===== src/rtl/agc_pkg.sv =====
// agc_pkg
// Shared definitions for the AGC gain-apply block: default widths and
// limits, the unity-gain constant and the loop FSM state type.
// Ports: none (package).
package agc_pkg;

    localparam int DEF_W_IN       = 16;
    localparam int DEF_W_LEVEL    = 48;
    localparam int DEF_W_GAIN     = 18;
    localparam int DEF_G_FRAC     = 12;
    localparam int DEF_GAIN_MIN   = 64;
    localparam int DEF_GAIN_MAX   = 262143;
    localparam int DEF_STEP_SHIFT = 4;
    localparam int DEF_LOCK_TOL   = 256;
    localparam int DEF_LOCK_CNT   = 8;

    // 1.0 in the default Q(W_GAIN-G_FRAC).G_FRAC gain format.
    localparam int GAIN_UNITY     = 4096;

    typedef enum logic {
        ACQUIRE = 1'b0,
        LOCKED  = 1'b1
    } agc_state_t;

endpackage


===== src/rtl/agc_round_sat.sv =====
// agc_round_sat
// Combinational round-half-up, arithmetic right shift by SHIFT and
// saturation of a signed W_I-bit value to a signed W_O-bit result.
// Ports:
//   din   in  W_I  signed value to scale down
//   dout  out W_O  rounded, shifted, saturated result
module agc_round_sat #(
    parameter int W_I   = 35,
    parameter int W_O   = 16,
    parameter int SHIFT = 12
) (
    input  logic signed [W_I-1:0] din,
    output logic signed [W_O-1:0] dout
);

    // One guard bit so adding the rounding constant can never wrap.
    localparam logic signed [W_I:0] HALF  = {{(W_I-SHIFT+1){1'b0}}, 1'b1, {(SHIFT-1){1'b0}}};
    localparam logic signed [W_I:0] MAX_V = {{(W_I-W_O+2){1'b0}}, {(W_O-1){1'b1}}};
    localparam logic signed [W_I:0] MIN_V = {{(W_I-W_O+2){1'b1}}, {(W_O-1){1'b0}}};

    logic signed [W_I:0] rounded;
    logic signed [W_I:0] shifted;

    assign rounded = $signed({din[W_I-1], din}) + HALF;
    assign shifted = rounded >>> SHIFT;

    always_comb begin
        if (shifted > MAX_V) begin
            dout = MAX_V[W_O-1:0];
        end else if (shifted < MIN_V) begin
            dout = MIN_V[W_O-1:0];
        end else begin
            dout = shifted[W_O-1:0];
        end
    end

endmodule


===== src/rtl/agc_gain_apply.sv =====
// agc_gain_apply
// Applies a closed-loop AGC gain to an I/Q sample stream. The gain register
// is nudged toward target_level on every level strobe; a two-state loop
// (ACQUIRE/LOCKED) slows the step once the envelope has settled.
// Optional macro AGC_FREEZE_EN adds a freeze input that holds the loop.
// Ports:
//   clk, rst                      clock, asynchronous active-high reset
//   freeze (AGC_FREEZE_EN only)   1 = ignore level_valid
//   s_chans_dataI/Q, s_chans_valid input samples and strobe
//   level_data, level_valid        envelope estimate and strobe
//   target_level                   desired envelope (unsigned)
//   m_chans_dataI/Q, m_chans_valid gain-scaled samples and strobe
//   gain_out                       current gain register
//   locked                         high while the loop is LOCKED
//
// Handshake: all interfaces are strobe-only (valid, no ready). A sample is
// accepted on every rising edge where s_chans_valid is high and appears on
// m_chans_* exactly 3 cycles later; level_data/target_level are consumed on
// every rising edge where level_valid is high. Nothing can be stalled.
module agc_gain_apply
    import agc_pkg::*;
#(
    parameter int W_IN       = DEF_W_IN,
    parameter int W_LEVEL    = DEF_W_LEVEL,
    parameter int W_GAIN     = DEF_W_GAIN,
    parameter int G_FRAC     = DEF_G_FRAC,
    parameter int GAIN_MIN   = DEF_GAIN_MIN,
    parameter int GAIN_MAX   = DEF_GAIN_MAX,
    parameter int STEP_SHIFT = DEF_STEP_SHIFT,
    parameter int LOCK_TOL   = DEF_LOCK_TOL,
    parameter int LOCK_CNT   = DEF_LOCK_CNT
) (
    input  logic                      clk,
    input  logic                      rst,
`ifdef AGC_FREEZE_EN
    input  logic                      freeze,
`endif
    input  logic signed [W_IN-1:0]    s_chans_dataI,
    input  logic signed [W_IN-1:0]    s_chans_dataQ,
    input  logic                      s_chans_valid,
    input  logic        [W_LEVEL-1:0] level_data,
    input  logic                      level_valid,
    input  logic        [W_LEVEL-1:0] target_level,
    output logic signed [W_IN-1:0]    m_chans_dataI,
    output logic signed [W_IN-1:0]    m_chans_dataQ,
    output logic                      m_chans_valid,
    output logic        [W_GAIN-1:0]  gain_out,
    output logic                      locked
);

    localparam int W_PROD = W_IN + W_GAIN + 1;
    localparam int W_ERR  = W_LEVEL + 1;
    localparam int W_SUM  = W_LEVEL + 2;
    localparam int W_CNT  = $clog2(LOCK_CNT + 1);

    localparam logic signed [W_SUM-1:0] GMIN_S = W_SUM'(GAIN_MIN);
    localparam logic signed [W_SUM-1:0] GMAX_S = W_SUM'(GAIN_MAX);

    // ------------------------------------------------------------------
    // Sample path
    // ------------------------------------------------------------------
    logic                     s1_valid, s2_valid;
    logic signed [W_IN-1:0]   s1_i, s1_q;
    logic        [W_GAIN-1:0] s1_gain;
    logic signed [W_PROD-1:0] s2_pi, s2_pq;
    logic signed [W_IN-1:0]   r_i, r_q;
    logic        [W_GAIN-1:0] gain;

    always_ff @(posedge clk or posedge rst) begin
        if (rst) begin
            s1_valid      <= 1'b0;
            s2_valid      <= 1'b0;
            m_chans_valid <= 1'b0;
            s1_i          <= '0;
            s1_q          <= '0;
            s1_gain       <= '0;
            s2_pi         <= '0;
            s2_pq         <= '0;
            m_chans_dataI <= '0;
            m_chans_dataQ <= '0;
        end else begin
            s1_valid      <= s_chans_valid;
            s2_valid      <= s1_valid;
            m_chans_valid <= s2_valid;
            if (s_chans_valid) begin
                s1_i    <= s_chans_dataI;
                s1_q    <= s_chans_dataQ;
                // Registered gain: the value before any same-edge update.
                s1_gain <= gain;
            end
            if (s1_valid) begin
                s2_pi <= s1_i * $signed({1'b0, s1_gain});
                s2_pq <= s1_q * $signed({1'b0, s1_gain});
            end
            if (s2_valid) begin
                m_chans_dataI <= r_i;
                m_chans_dataQ <= r_q;
            end
        end
    end

    agc_round_sat #(.W_I(W_PROD), .W_O(W_IN), .SHIFT(G_FRAC)) u_rs_i (
        .din  (s2_pi),
        .dout (r_i)
    );

    agc_round_sat #(.W_I(W_PROD), .W_O(W_IN), .SHIFT(G_FRAC)) u_rs_q (
        .din  (s2_pq),
        .dout (r_q)
    );

    // ------------------------------------------------------------------
    // Gain loop
    // ------------------------------------------------------------------
    logic upd;
`ifdef AGC_FREEZE_EN
    assign upd = level_valid & ~freeze;
`else
    assign upd = level_valid;
`endif

    agc_state_t               state, state_next;
    logic        [W_CNT-1:0]  cnt, cnt_next, cnt_inc;
    logic        [W_GAIN-1:0] gain_next, gain_clamped;
    logic signed [W_ERR-1:0]  err, step;
    logic        [W_ERR-1:0]  err_mag;
    logic signed [W_SUM-1:0]  sum;
    logic                     in_tol, far_off;

    assign err     = $signed({1'b0, target_level}) - $signed({1'b0, level_data});
    assign err_mag = err[W_ERR-1] ? $unsigned(-err) : $unsigned(err);
    assign in_tol  = (err_mag <= W_ERR'(LOCK_TOL));
    assign far_off = (err_mag >  W_ERR'(4 * LOCK_TOL));

    // Finer step once locked so the loop stops chasing envelope noise.
    assign step = (state == LOCKED) ? (err >>> (STEP_SHIFT + 2)) : (err >>> STEP_SHIFT);

    // Sum is two bits wider than the level so neither extreme can wrap.
    assign sum = $signed({{(W_SUM-W_GAIN){1'b0}}, gain}) + $signed({step[W_ERR-1], step});

    always_comb begin
        if (sum < GMIN_S) begin
            gain_clamped = W_GAIN'(GAIN_MIN);
        end else if (sum > GMAX_S) begin
            gain_clamped = W_GAIN'(GAIN_MAX);
        end else begin
            gain_clamped = sum[W_GAIN-1:0];
        end
    end

    assign cnt_inc = (cnt == W_CNT'(LOCK_CNT)) ? cnt : cnt + 1'b1;

    always_comb begin
        state_next = state;
        cnt_next   = cnt;
        gain_next  = gain;
        if (upd) begin
            gain_next = gain_clamped;
            case (state)
                ACQUIRE: begin
                    if (in_tol) begin
                        cnt_next = cnt_inc;
                        if (cnt_inc == W_CNT'(LOCK_CNT)) begin
                            state_next = LOCKED;
                        end
                    end else begin
                        cnt_next = '0;
                    end
                end
                LOCKED: begin
                    if (far_off) begin
                        state_next = ACQUIRE;
                        cnt_next   = '0;
                    end
                end
                default: begin
                    state_next = ACQUIRE;
                    cnt_next   = '0;
                end
            endcase
        end
    end

    always_ff @(posedge clk or posedge rst) begin
        if (rst) begin
            state <= ACQUIRE;
            cnt   <= '0;
            gain  <= W_GAIN'(GAIN_UNITY);
        end else begin
            state <= state_next;
            cnt   <= cnt_next;
            gain  <= gain_next;
        end
    end

    assign gain_out = gain;
    // Decoded from the state register, so it rises with the locking update.
    assign locked   = (state == LOCKED);

endmodule


===== config.mk =====
export PLATFORM = sky130hd
export DESIGN_NAME = agc_gain_apply
export DESIGN_NICKNAME = d
export VERILOG_FILES = /design/src/rtl/agc_pkg.sv /design/src/rtl/agc_round_sat.sv /design/src/rtl/agc_gain_apply.sv
export SDC_FILE = /design/constraint.sdc
export NUM_CORES = 2
export LEC_CHECK = 0
export CORE_MARGIN = 3
export CORE_UTILIZATION = 25
export DETAILED_ROUTE_END_ITERATION = 7
export PLACE_DENSITY = 0.46
export SLEW_MARGIN = 20
export SYNTH_ARGS = -nofsm -noshare
export SYNTH_HDL_FRONTEND = slang
export SYNTH_SLANG_ARGS = --single-unit

===== constraint.sdc =====
create_clock -name clk -period 12.23 [get_ports clk]
set_input_delay 1.8345 -clock clk [delete_from_list [all_inputs] [get_ports clk]]
set_output_delay 1.8345 -clock clk [all_outputs]
set_load 0.05 [all_outputs]

==> reports/metrics.cfg <==
[run_status]
outcome = finished, final reports clean

[drt]
routedWlPerCell_um = 18.1
dr_total_vias = 27000
drt_iter0_drc = 1401
dr.pass1.iters = 5
route.detailed.drc = 0
viasPerCell = 4.75
routed_wl_um = 103000
ant_nets = 0

[floorplanning]
fp-row-count = 134
fp.dieW_um = 373
floorplan.initialDensity_pct = 25.2
die-area_mm2 = 0.139
core_area_mm2 = 0.134
dieHeight_um = 373
io_pins = 184

[setup_path]
r2r_cells = 25
r2r_end = s2_pi[34]
arrival_ns = 8.93
rr_startpoint = s1_i[15]
critPathKind = input port to flip-flop
cp-endpoint = gain_out[3]
worstSetupEndpointType = flip-flop
cp-start-kind = input port
r2r_slack_ns = 4.11
path_max_fanout = 15
cp-startpoint = target_level[0]
worstPathRequired_ns = 12.59

[grt]
antenna_found_initial = 7
grt_pass1_vias = 28300
overflow = 0
grt_max_degree = 63
grt_usage_pct = 14.9
grt_pass1_wl_um = 164000

[clock_network]
clock_latency_ns = 0.51
cts_tree = built
clock_path_buffers = 2
clk_pin_slew_ns = 0.08
clkSinkCount = 156
cts_hold_buf = 0
numCtsBuffers = 17
ctsHtreeMaxLevel = 4
ctsResizeCount = 0
post-cts-setup-buffers = 0
root_buffer = clkbuf_16

[sta]
rsz0062_at_grt = false
skew_ns = 0.0315
tightest_slew_ns = 1.10
post-route-period-util_pct = 70.0
finalSetupViolCount = 0
relSlewSlack_pct = 27.0
fin_setup_tns_ns = 0
max_clock_freq_mhz = 117
post-route-min-period_ns = 8.57
hold_violations = 0
slew_violations = 0

[yosys]
ys_seq_area_share_pct = 11.6
ys.flop_type = dfrtp_1
synth_cell_types = 126
async_flop_share_pct = 100
synth.avg_cell_area_um2 = 8.71
syn_area_mm2 = 0.0337
synth_cells = 3863
ys_seq_elements = 156
syn_nets = 4759
ys_warn_count = 0
synth_edf_count = 0

[finish]
layout.nets = 4804
drive_above_1_share_pct = 7.32
syn2layout_area_growth_pct = 12.3

[min_path]
hp-class = flip-flop to flip-flop

[placement]
dp_hpwl_um = 82400
io_buffers = 183
gp_congestion = 0.876

[flow_run]
cap_violations = 0

-- cell usage after synthesis, drive strengths merged (17+ instances only) --
cell type    n  area share [%]
and3        55             1.1
xnor2       94             2.7
dfrtp      155              12
inv        608             6.8
mux2        94             3.1
nor3        55             1.0
fa         444              26
clkbuf     154             1.7
a31oi       24            0.48
o211ai      52             1.2
nor2       125             1.4
and2       249             4.6
a21oi      125             2.0
nand2      442             4.9
nor4        42             1.2
a211oi      21            0.51
a21o        51             1.2
nand3       72             1.1
nand2b      43            0.80
buf         44            0.77
xor2        46             1.3
or3         36            0.68
ha         320              12
nand4       55             1.1
o31ai       17            0.43
o21a        53             1.2
nor2b       26            0.51
o21ai      117             1.8
-- final cells by class --
type | count | area [um^2]
repair buffers | 224 | 2130
well taps | 1768 | 2210
multi-input cells | 2899 | 26600
clock inverters | 14 | 174
flip-flops and latches | 156 | 3910
inverters | 610 | 2290
clock buffers | 17 | 425
diodes | 3 | 7.51
fillers | 14400 | 95800
-- cells by family after synthesis --
kind of cell	after synthesis	share of synthesized area, %
DFF	156	11.6
muxes	110	3.62
adders and majority gates	764	38.3
buffers and inverters	808	9.29
and+or+nand+nor	1259	20.0
AOI/OAI and AO/OA	626	13.3
xor gates and xnor gates	140	3.93
-- state kept, by name, indices dropped and copies added (netlist names), 16 cells and up --
| register | cells |
|---|---|
| gain_out | 18 |
| m_chans_dataQ | 16 |
| m_chans_dataI | 16 |
| s2_pq | 24 |
| s1_gain | 18 |
| s1_i | 16 |
| s1_q | 16 |
| s2_pi | 24 |
-- how the worst min path moves through the flow --
stage	start	slack [ns]	depth (start not counted)	to
floorplan	s2_valid	0.35	0	m_chans_valid
global placement	m_chans_dataQ[3]	0.46	1	m_chans_dataQ[3]
detailed placement	m_chans_dataQ[1]	0.47	1	m_chans_dataQ[1]
CTS	m_chans_dataQ[1]	0.48	1	m_chans_dataQ[1]
global route	m_chans_dataI[2]	0.50	1	m_chans_dataI[2]
finish	m_chans_dataQ[3]	0.48	1	m_chans_dataQ[3]
-- per-layer routing --
layer  GRT usage [%]  up-vias  routed length [um]  part of all wire, %
met1            19.5    13400               46100                   45
met2            25.6      597               50200                   49
li1                -    12900                   -                    -
met5               0        -                   0                    0
met3            1.77      129                3810                  3.7
met4            4.74        0                2940                  2.9
-- worst max-delay path, stage by stage --
cell	delay, ns
clkdlybuf4s50_1	0.46
inv_1	0.04
ha_1	0.20
fa_1	0.48
nor2b_4	0.17
o2111a_1	0.21
nor3_2	0.06
xnor2_1	0.46
nand2_1	0.09
o21ai_0	0.11
ha_1	0.20
inv_1	0.05
fa_1	0.37
nand2b_1	0.19
a21oi_1	0.24
o21a_1	0.17
o31a_1	0.15
o21ai_0	0.15
o21ai_0	0.34
a31oi_1	0.27
nor3_2	0.37
nand4_1	0.31
or2_1	0.33
o41ai_1	0.40
a41oi_1	0.08
a2111o_1	0.62
a2111oi_1	0.42
o2bb2ai_1	0.09
-- cells in the final DEF (no fill, tap or decap), drive strengths merged, types with 53 or more instances in the layout --
cell           netlist  layout
clkdlybuf4s50        0     182
nor2               125     125
ha                 320     320
inv                608     615
and2               249     249
dfrtp              155     155
a21oi              125     125
and3                55      55
o21ai              117     117
fa                 444     444
nand2              442     442
xnor2               94      94
nand4               55      55
nand3               72      72
nor3                55      55
mux2                94      94
o21a                53      53
-- per-stage QoR --
step | cell area, um^2 | utilization (%) | setup WS (ns) | cells | hold WS (ns)
floorplan | 33700 | - | 4.81 | 3863 | 0.352
global placement | 37200 | 27.8 | 3.25 | 5657 | 0.460
detailed placement | 37200 | 27.8 | 3.17 | 5657 | 0.467
CTS | 37800 | 28.3 | 3.68 | 5688 | 0.483
global route | 37800 | 28.3 | 3.12 | 5688 | 0.501
finish | 37800 | 28.3 | 3.66 | 5691 | 0.477
Power is left out: the tool's default activity adds up to more than one toggle a clock period on the data nets, which glitch-free logic cannot reach.
